## config.mk

```make
export PLATFORM = sky130hd
export DESIGN_NAME = alu_seq_n_bit
export DESIGN_NICKNAME = d
export VERILOG_FILES = /design/src/rtl/alu_seq_n_bit.sv
export SDC_FILE = /design/constraint.sdc
export NUM_CORES = 1
export LEC_CHECK = 0
export CORE_AREA = 2 2 106 159
export CTS_BUF_LIST = sky130_fd_sc_hd__clkbuf_4 sky130_fd_sc_hd__clkbuf_8
export CTS_CLUSTER_DIAMETER = 60
export DETAILED_ROUTE_END_ITERATION = 10
export DIE_AREA = 0 0 108 161
export PLACE_DENSITY = 0.49
export SYNTH_ARGS = -nofsm -noshare
export SYNTH_HDL_FRONTEND = slang
export SYNTH_SLANG_ARGS = --single-unit
```

## constraint.sdc

```tcl
create_clock -name clk -period 7.52 [get_ports clk]
set_input_delay 1.128 -clock clk [delete_from_list [all_inputs] [get_ports clk]]
set_output_delay 1.128 -clock clk [all_outputs]
set_load 0.005 [all_outputs]
```

## src/rtl/alu_seq_n_bit.sv

```systemverilog
// Registered n-bit ALU with a start/done handshake, shift/rotate modes and an
// iterative N-cycle shift-add multiplier; all results and flags are held in output registers.
module alu_seq_n_bit #(
  parameter int unsigned N   = 8,
  parameter int unsigned SHW = $clog2(N)
) (
  input  logic         clk,
  input  logic         rst_n,
  input  logic         start,
  input  logic [N-1:0] A,
  input  logic [N-1:0] B,
  input  logic         CB_in,
  input  logic [3:0]   Mode,
  output logic         busy,
  output logic         done,
  output logic [N-1:0] Result,
  output logic [N-1:0] Result_hi,
  output logic         CB_out,
  output logic         Z,
  output logic         Neg,
  output logic         V,
  output logic         err
);

  localparam int unsigned CW = $clog2(N);

  localparam logic [1:0] S_IDLE = 2'd0;
  localparam logic [1:0] S_EXEC = 2'd1;
  localparam logic [1:0] S_MUL  = 2'd2;

  localparam logic [3:0] M_ADD = 4'b0000;
  localparam logic [3:0] M_SUB = 4'b0001;
  localparam logic [3:0] M_AND = 4'b0010;
  localparam logic [3:0] M_OR  = 4'b0011;
  localparam logic [3:0] M_XOR = 4'b0100;
  localparam logic [3:0] M_NOT = 4'b0101;
  localparam logic [3:0] M_INC = 4'b0110;
  localparam logic [3:0] M_DEC = 4'b0111;
  localparam logic [3:0] M_SHL = 4'b1000;
  localparam logic [3:0] M_SHR = 4'b1001;
  localparam logic [3:0] M_MUL = 4'b1010;
  localparam logic [3:0] M_ROL = 4'b1011;

  logic [1:0]    state_q, state_d;
  logic [N-1:0]  a_q, a_d;
  logic [N-1:0]  b_q, b_d;
  logic          cb_q, cb_d;
  logic [3:0]    mode_q, mode_d;
  logic [N-1:0]  acc_hi_q, acc_hi_d;
  logic [CW-1:0] cnt_q, cnt_d;
  logic          busy_q, busy_d;
  logic          done_q, done_d;
  logic [N-1:0]  result_q, result_d;
  logic [N-1:0]  result_hi_q, result_hi_d;
  logic          cb_out_q, cb_out_d;
  logic          z_q, z_d;
  logic          neg_q, neg_d;
  logic          v_q, v_d;
  logic          err_q, err_d;

  logic [N:0]     ext;
  logic [N-1:0]   alu_res;
  logic           alu_cb;
  logic           alu_v;
  logic           alu_err;
  logic [SHW-1:0] sh;
  logic [31:0]    rot_r;
  logic [N:0]     mul_sum;
  logic [N-1:0]   mul_hi;
  logic [N-1:0]   mul_lo;

  // Single-cycle datapath, evaluated from the captured operands
  always_comb begin
    ext     = '0;
    alu_res = '0;
    alu_cb  = 1'b0;
    alu_v   = 1'b0;
    alu_err = 1'b0;
    sh      = b_q[SHW-1:0];
    rot_r   = 32'(N) - 32'(sh);
    case (mode_q)
      M_ADD: begin
        ext     = {1'b0, a_q} + {1'b0, b_q} + (N+1)'(cb_q);
        alu_res = ext[N-1:0];
        alu_cb  = ext[N];
        alu_v   = (a_q[N-1] == b_q[N-1]) && (alu_res[N-1] != a_q[N-1]);
      end
      M_SUB: begin
        // bit N of the wrapped difference is the unsigned borrow
        ext     = {1'b0, a_q} - {1'b0, b_q} - (N+1)'(cb_q);
        alu_res = ext[N-1:0];
        alu_cb  = ext[N];
        alu_v   = (a_q[N-1] != b_q[N-1]) && (alu_res[N-1] != a_q[N-1]);
      end
      M_AND: alu_res = a_q & b_q;
      M_OR:  alu_res = a_q | b_q;
      M_XOR: alu_res = a_q ^ b_q;
      M_NOT: alu_res = ~a_q;
      M_INC: begin
        alu_res = a_q + N'(1);
        alu_cb  = &a_q;
        alu_v   = (a_q == {1'b0, {(N-1){1'b1}}});
      end
      M_DEC: begin
        alu_res = a_q - N'(1);
        alu_cb  = (a_q == '0);
        alu_v   = (a_q == {1'b1, {(N-1){1'b0}}});
      end
      M_SHL: begin
        // the extra bit catches the last bit shifted out (0 for shift 0)
        ext     = {1'b0, a_q} << sh;
        alu_res = ext[N-1:0];
        alu_cb  = ext[N];
      end
      M_SHR: begin
        ext     = {a_q, 1'b0} >> sh;
        alu_res = ext[N:1];
        alu_cb  = ext[0];
      end
      M_ROL: alu_res = (a_q << sh) | (a_q >> rot_r);
      M_MUL: alu_res = '0;
      default: alu_err = 1'b1;
    endcase
  end

  // One shift-add multiplier iteration: b_q is the multiplier / low accumulator
  always_comb begin
    mul_sum = {1'b0, acc_hi_q} + (b_q[0] ? {1'b0, a_q} : (N+1)'(0));
    mul_hi  = mul_sum[N:1];
    mul_lo  = {mul_sum[0], b_q[N-1:1]};
  end

  // Next-state and output-register logic
  always_comb begin
    state_d     = state_q;
    a_d         = a_q;
    b_d         = b_q;
    cb_d        = cb_q;
    mode_d      = mode_q;
    acc_hi_d    = acc_hi_q;
    cnt_d       = cnt_q;
    busy_d      = busy_q;
    done_d      = 1'b0;
    result_d    = result_q;
    result_hi_d = result_hi_q;
    cb_out_d    = cb_out_q;
    z_d         = z_q;
    neg_d       = neg_q;
    v_d         = v_q;
    err_d       = err_q;
    case (state_q)
      S_IDLE: begin
        if (start) begin
          a_d      = A;
          b_d      = B;
          cb_d     = CB_in;
          mode_d   = Mode;
          acc_hi_d = '0;
          cnt_d    = CW'(N - 1);
          busy_d   = 1'b1;
          state_d  = (Mode == M_MUL) ? S_MUL : S_EXEC;
        end
      end
      S_EXEC: begin
        result_d    = alu_res;
        result_hi_d = '0;
        cb_out_d    = alu_cb;
        z_d         = (alu_res == '0);
        neg_d       = alu_res[N-1];
        v_d         = alu_v;
        err_d       = alu_err;
        done_d      = 1'b1;
        busy_d      = 1'b0;
        state_d     = S_IDLE;
      end
      S_MUL: begin
        acc_hi_d = mul_hi;
        b_d      = mul_lo;
        cnt_d    = cnt_q - CW'(1);
        if (cnt_q == '0) begin
          result_d    = mul_lo;
          result_hi_d = mul_hi;
          cb_out_d    = (mul_hi != '0);
          z_d         = (mul_hi == '0) && (mul_lo == '0);
          neg_d       = mul_lo[N-1];
          v_d         = 1'b0;
          err_d       = 1'b0;
          done_d      = 1'b1;
          busy_d      = 1'b0;
          state_d     = S_IDLE;
        end
      end
      default: state_d = S_IDLE;
    endcase
  end

  always_ff @(posedge clk or negedge rst_n) begin
    if (!rst_n) begin
      state_q     <= S_IDLE;
      a_q         <= '0;
      b_q         <= '0;
      cb_q        <= 1'b0;
      mode_q      <= '0;
      acc_hi_q    <= '0;
      cnt_q       <= '0;
      busy_q      <= 1'b0;
      done_q      <= 1'b0;
      result_q    <= '0;
      result_hi_q <= '0;
      cb_out_q    <= 1'b0;
      z_q         <= 1'b0;
      neg_q       <= 1'b0;
      v_q         <= 1'b0;
      err_q       <= 1'b0;
    end else begin
      state_q     <= state_d;
      a_q         <= a_d;
      b_q         <= b_d;
      cb_q        <= cb_d;
      mode_q      <= mode_d;
      acc_hi_q    <= acc_hi_d;
      cnt_q       <= cnt_d;
      busy_q      <= busy_d;
      done_q      <= done_d;
      result_q    <= result_d;
      result_hi_q <= result_hi_d;
      cb_out_q    <= cb_out_d;
      z_q         <= z_d;
      neg_q       <= neg_d;
      v_q         <= v_d;
      err_q       <= err_d;
    end
  end

  assign busy      = busy_q;
  assign done      = done_q;
  assign Result    = result_q;
  assign Result_hi = result_hi_q;
  assign CB_out    = cb_out_q;
  assign Z         = z_q;
  assign Neg       = neg_q;
  assign V         = v_q;
  assign err       = err_q;

endmodule

```

==> flow_metrics.env <==
export IMPL_slowest_delay_ns=0.76
export IMPL_area_growth_syn_to_layout_pct=13.6
export IMPL_yosysWarningCount=0
export IMPL_sequentialPowerShare_pct=21.0
export IMPL_cts_buffers=5
export IMPL_syn_area_mm2=0.00547
export IMPL_path_cells="clkinv_1, ha_1, mux4_2, o21ba_2, o32ai_1, or4_4, nor4_2, nand4b_1, o311ai_1"
export IMPL_synth_nets=703
export IMPL_clkTransAtPathRegs_ns=0.11
export IMPL_clock_latency_ns=0.32
export IMPL_grt_pass1_wl_um=30500
export IMPL_dpl_hpwl_um=15100
export IMPL_cp_slowest_cell="dfrtp_1"
export IMPL_internal_power_w=0.00113
export IMPL_dpl_cell_area_mm2=0.00610
export IMPL_post_place_ws_ns=3.67
export IMPL_relSlewSlack_pct=22.9
export IMPL_fp_row_count=57
export IMPL_max_vdd_ir_drop_mv=0.131
export IMPL_yosysUniqueCellTypes=74
export IMPL_outcome="completed"
export IMPL_port_buffers=46
export IMPL_drt_iter0_markers=314
export IMPL_synth_edf_count=0
export IMPL_antenna_found_initial=0
export IMPL_die_x_um=108
export IMPL_hp_class="register to register"
export IMPL_p_per_area_mw_per_mm2=372
export IMPL_postSynthCellCount=627
export IMPL_cts_tree="done"
export IMPL_cp_max_fo=19
export IMPL_vias=5013
export IMPL_ys_flop_type="dfrtp_1"
export IMPL_syn_area_per_cell_um2=8.72
export IMPL_synth_async_reset_ratio_pct=100
export IMPL_final_layout_size_suffix_gt1_share_pct=8.42
export IMPL_cts_root_buf="clkbuf_8"
export IMPL_start_util_pct=34.1
export IMPL_grt_max_degree=57
export IMPL_crit_buf_inv=1
export IMPL_worstRegToRegCells=9
export IMPL_post_cts_resized=0
export IMPL_drtAntennaViolNets=0
export IMPL_slew_violations=0
export IMPL_cts_sinks=56
export IMPL_grt_overflow=0
export IMPL_ys_ff_latch=56
export IMPL_core_area_mm2=0.0160
export IMPL_die_area_mm2=0.0174
export IMPL_combPwrFrac_pct=69.8
export IMPL_nets=728
export IMPL_p_leak_nw=2.60
export IMPL_cts_path_max_buffers=2
export IMPL_synthMuxAreaShare_pct=13.5
export IMPL_critPathKind="register to register"
export IMPL_htree_levels=2
export IMPL_crit_arrival_ns=4.16
export IMPL_ios=47
export IMPL_end_kind="register"
export IMPL_dp_cells=851
export IMPL_yosysSeqAreaShare_pct=25.6
export IMPL_track_usage_pct=23.1
export IMPL_first_pass_iters=5
export IMPL_most_common_layout_cells="56 x dfrtp_1, 50 x nand2_1, 47 x ha_1"
export IMPL_yosys_area_share_simple_pct=18.0
export IMPL_clock_skew_ns=0.0124
export IMPL_synth_top_family_by_area="compound AO/OA/AOI/OAI gates"
export IMPL_p_switching_w=0.00118
export IMPL_p_sw_share_pct=50.9
export IMPL_grt_pass1_vias=5182
export IMPL_critPathTopFamily="simple AND/OR/NAND/NOR gates"
export IMPL_pwr_share_clk_pct=9.2
export IMPL_rsz0062_at_grt="false"
export IMPL_antenna_cells=0
export IMPL_finalSetupViolCount=0
export IMPL_design_area_mm2=0.00621
export IMPL_crit_path_start_kind="register"
export IMPL_layout_cells_non_filler=859
export IMPL_viasPerCell=5.84
export IMPL_hold_viol=0
export IMPL_wl_per_cell_um=22.7
export IMPL_drv_cap=0
export IMPL_finalCritPeriodShare_pct=52.3
export IMPL_yosys_area_share_xor_xnor_pct=3.84
export IMPL_drc=0
export IMPL_path_depth=9
export IMPL_layout_commonest_cell="dfrtp_1"
export IMPL_die_h_um=161
export IMPL_synth_compound_gate_area_share_pct=20.9
export IMPL_drt_total_wl_um=19500
export IMPL_postCtsSetupBuffers=0
export IMPL_synthAdderAreaFrac_pct=12.6
export IMPL_setup_tns_ns=0
export IMPL_setup_slack_ns=3.59
export IMPL_timing_hold_ws_ns=0.497
export IMPL_critPathRequiredTime_ns=7.75
export IMPL_fmax_ghz=0.254
export IMPL_worst_pin_slew_ns=1.16
export IMPL_layout_min_cycle_time_ns=3.93
export IMPL_finalWeightedCongestion=0.953
export IMPL_whs_path_depth=2
export IMPL_cts_hold_buf=0
[sequential cells by signal (all words and copies together) (netlist names), 2 cells and up]
register and cells:
Result 8, acc_hi_q 8, a_q 8, mode_q 4, state_q 2, cnt_q 3, Result_hi 8, b_q 8
[per-stage QoR]
stage | total power, W | utilization [%]
after floorplan | 0.00158 | -
after global placement | 0.00210 | 38.0
after detailed placement | 0.00208 | 38.0
after CTS | 0.00231 | 38.7
after global routing | 0.00248 | 38.7
final | 0.00231 | 38.7
[tightest hold or removal path: cells and delay by family (launching register included)]
kind / cells / cell delay, ns
AOI/OAI and AO/OA: 1 / 0.06
DFF: 1 / 0.36
and+or+nand+nor: 1 / 0.05
[routing by layer]
metal / global-route usage, % / share of wire, % / up-vias
li1: - / - / 2341
met1: 27.3 / 40 / 2478
met2: 42.4 / 54 / 146
met3: 1.94 / 2.8 / 48
met4: 9.44 / 3.9 / 0
met5: 0 / 0 / -
[Yosys cell counts, types with 3 or more instances]
cell / count / area share, %
a211oi_1: 10 / 1.4
a21o_1: 4 / 0.55
a21oi_1: 24 / 2.2
a22o_1: 14 / 2.2
a22oi_1: 8 / 1.1
a31oi_1: 10 / 1.1
and2_1: 5 / 0.57
and3b_1: 4 / 0.64
buf_1: 3 / 0.21
buf_2: 6 / 0.55
clkbuf_1: 28 / 1.9
dfrtp_1: 56 / 26
fa_1: 5 / 1.8
ha_1: 47 / 11
inv_1: 30 / 2.1
mux2_1: 5 / 1.0
mux2_2: 19 / 3.9
mux2i_1: 29 / 5.3
mux4_2: 8 / 3.3
nand2_1: 50 / 3.4
nand2b_1: 16 / 1.8
nand3_1: 5 / 0.46
nand3b_1: 3 / 0.41
nand4b_1: 4 / 0.64
nor2_1: 45 / 3.1
nor2b_1: 13 / 1.5
nor3_1: 18 / 1.6
nor3b_1: 5 / 0.69
nor4_1: 5 / 0.57
o211ai_1: 5 / 0.69
o21a_1: 8 / 1.1
o21ai_0: 45 / 4.1
o21ai_1: 6 / 0.55
o22a_1: 3 / 0.48
o22ai_1: 5 / 0.57
o31ai_1: 4 / 0.55
o32ai_1: 4 / 0.64
xnor2_1: 15 / 2.4
xor2_1: 9 / 1.4
[path summary, 6_finish.rpt]
kind / slack [ns] / start / to
hold reg to reg: 0.50 / V / V
hold / removal: 0.50 / V / V
min in group asynchronous: 0.93 / rst_n / a_q[4]
setup / recovery: 3.59 / b_q[1] / Z
max in group asynchronous: 6.08 / rst_n / a_q[1]
setup reg to reg: 3.59 / b_q[1] / Z
[layout make-up]
| class | count | area (um^2) |
|---|---|---|
| clock buffers | 6 | 76.3 |
| fillers | 1628 | 9830 |
| multi-input cells | 499 | 3770 |
| repair buffers | 58 | 546 |
| flip-flops and latches | 56 | 1400 |
| inverters | 32 | 120 |
| clock inverters | 2 | 38.8 |
| well taps | 206 | 258 |
[power groups by stage]
| stage | clock network [W] | logic, W | registers, W |
|---|---|---|---|
| finish | 0.000213 | 0.00161 | 0.000485 |
| global route | 0.000231 | 0.00176 | 0.000495 |
| CTS | 0.000221 | 0.00160 | 0.000485 |
| detailed placement | 0 | 0.00159 | 0.000491 |
| global placement | 0 | 0.00161 | 0.000490 |
| floorplan | 0 | 0.00115 | 0.000431 |
[cell families (layout without fill, tap and decap cells)]
group / Yosys count / count (layout)
compound gates: 171 / 171
xor+xnor: 24 / 24
fa+ha+maj: 52 / 52
buf+inv: 72 / 98
flops: 56 / 56
mux: 61 / 61
simple gates: 191 / 191
Note: power is estimated with default switching activity, not from simulation.
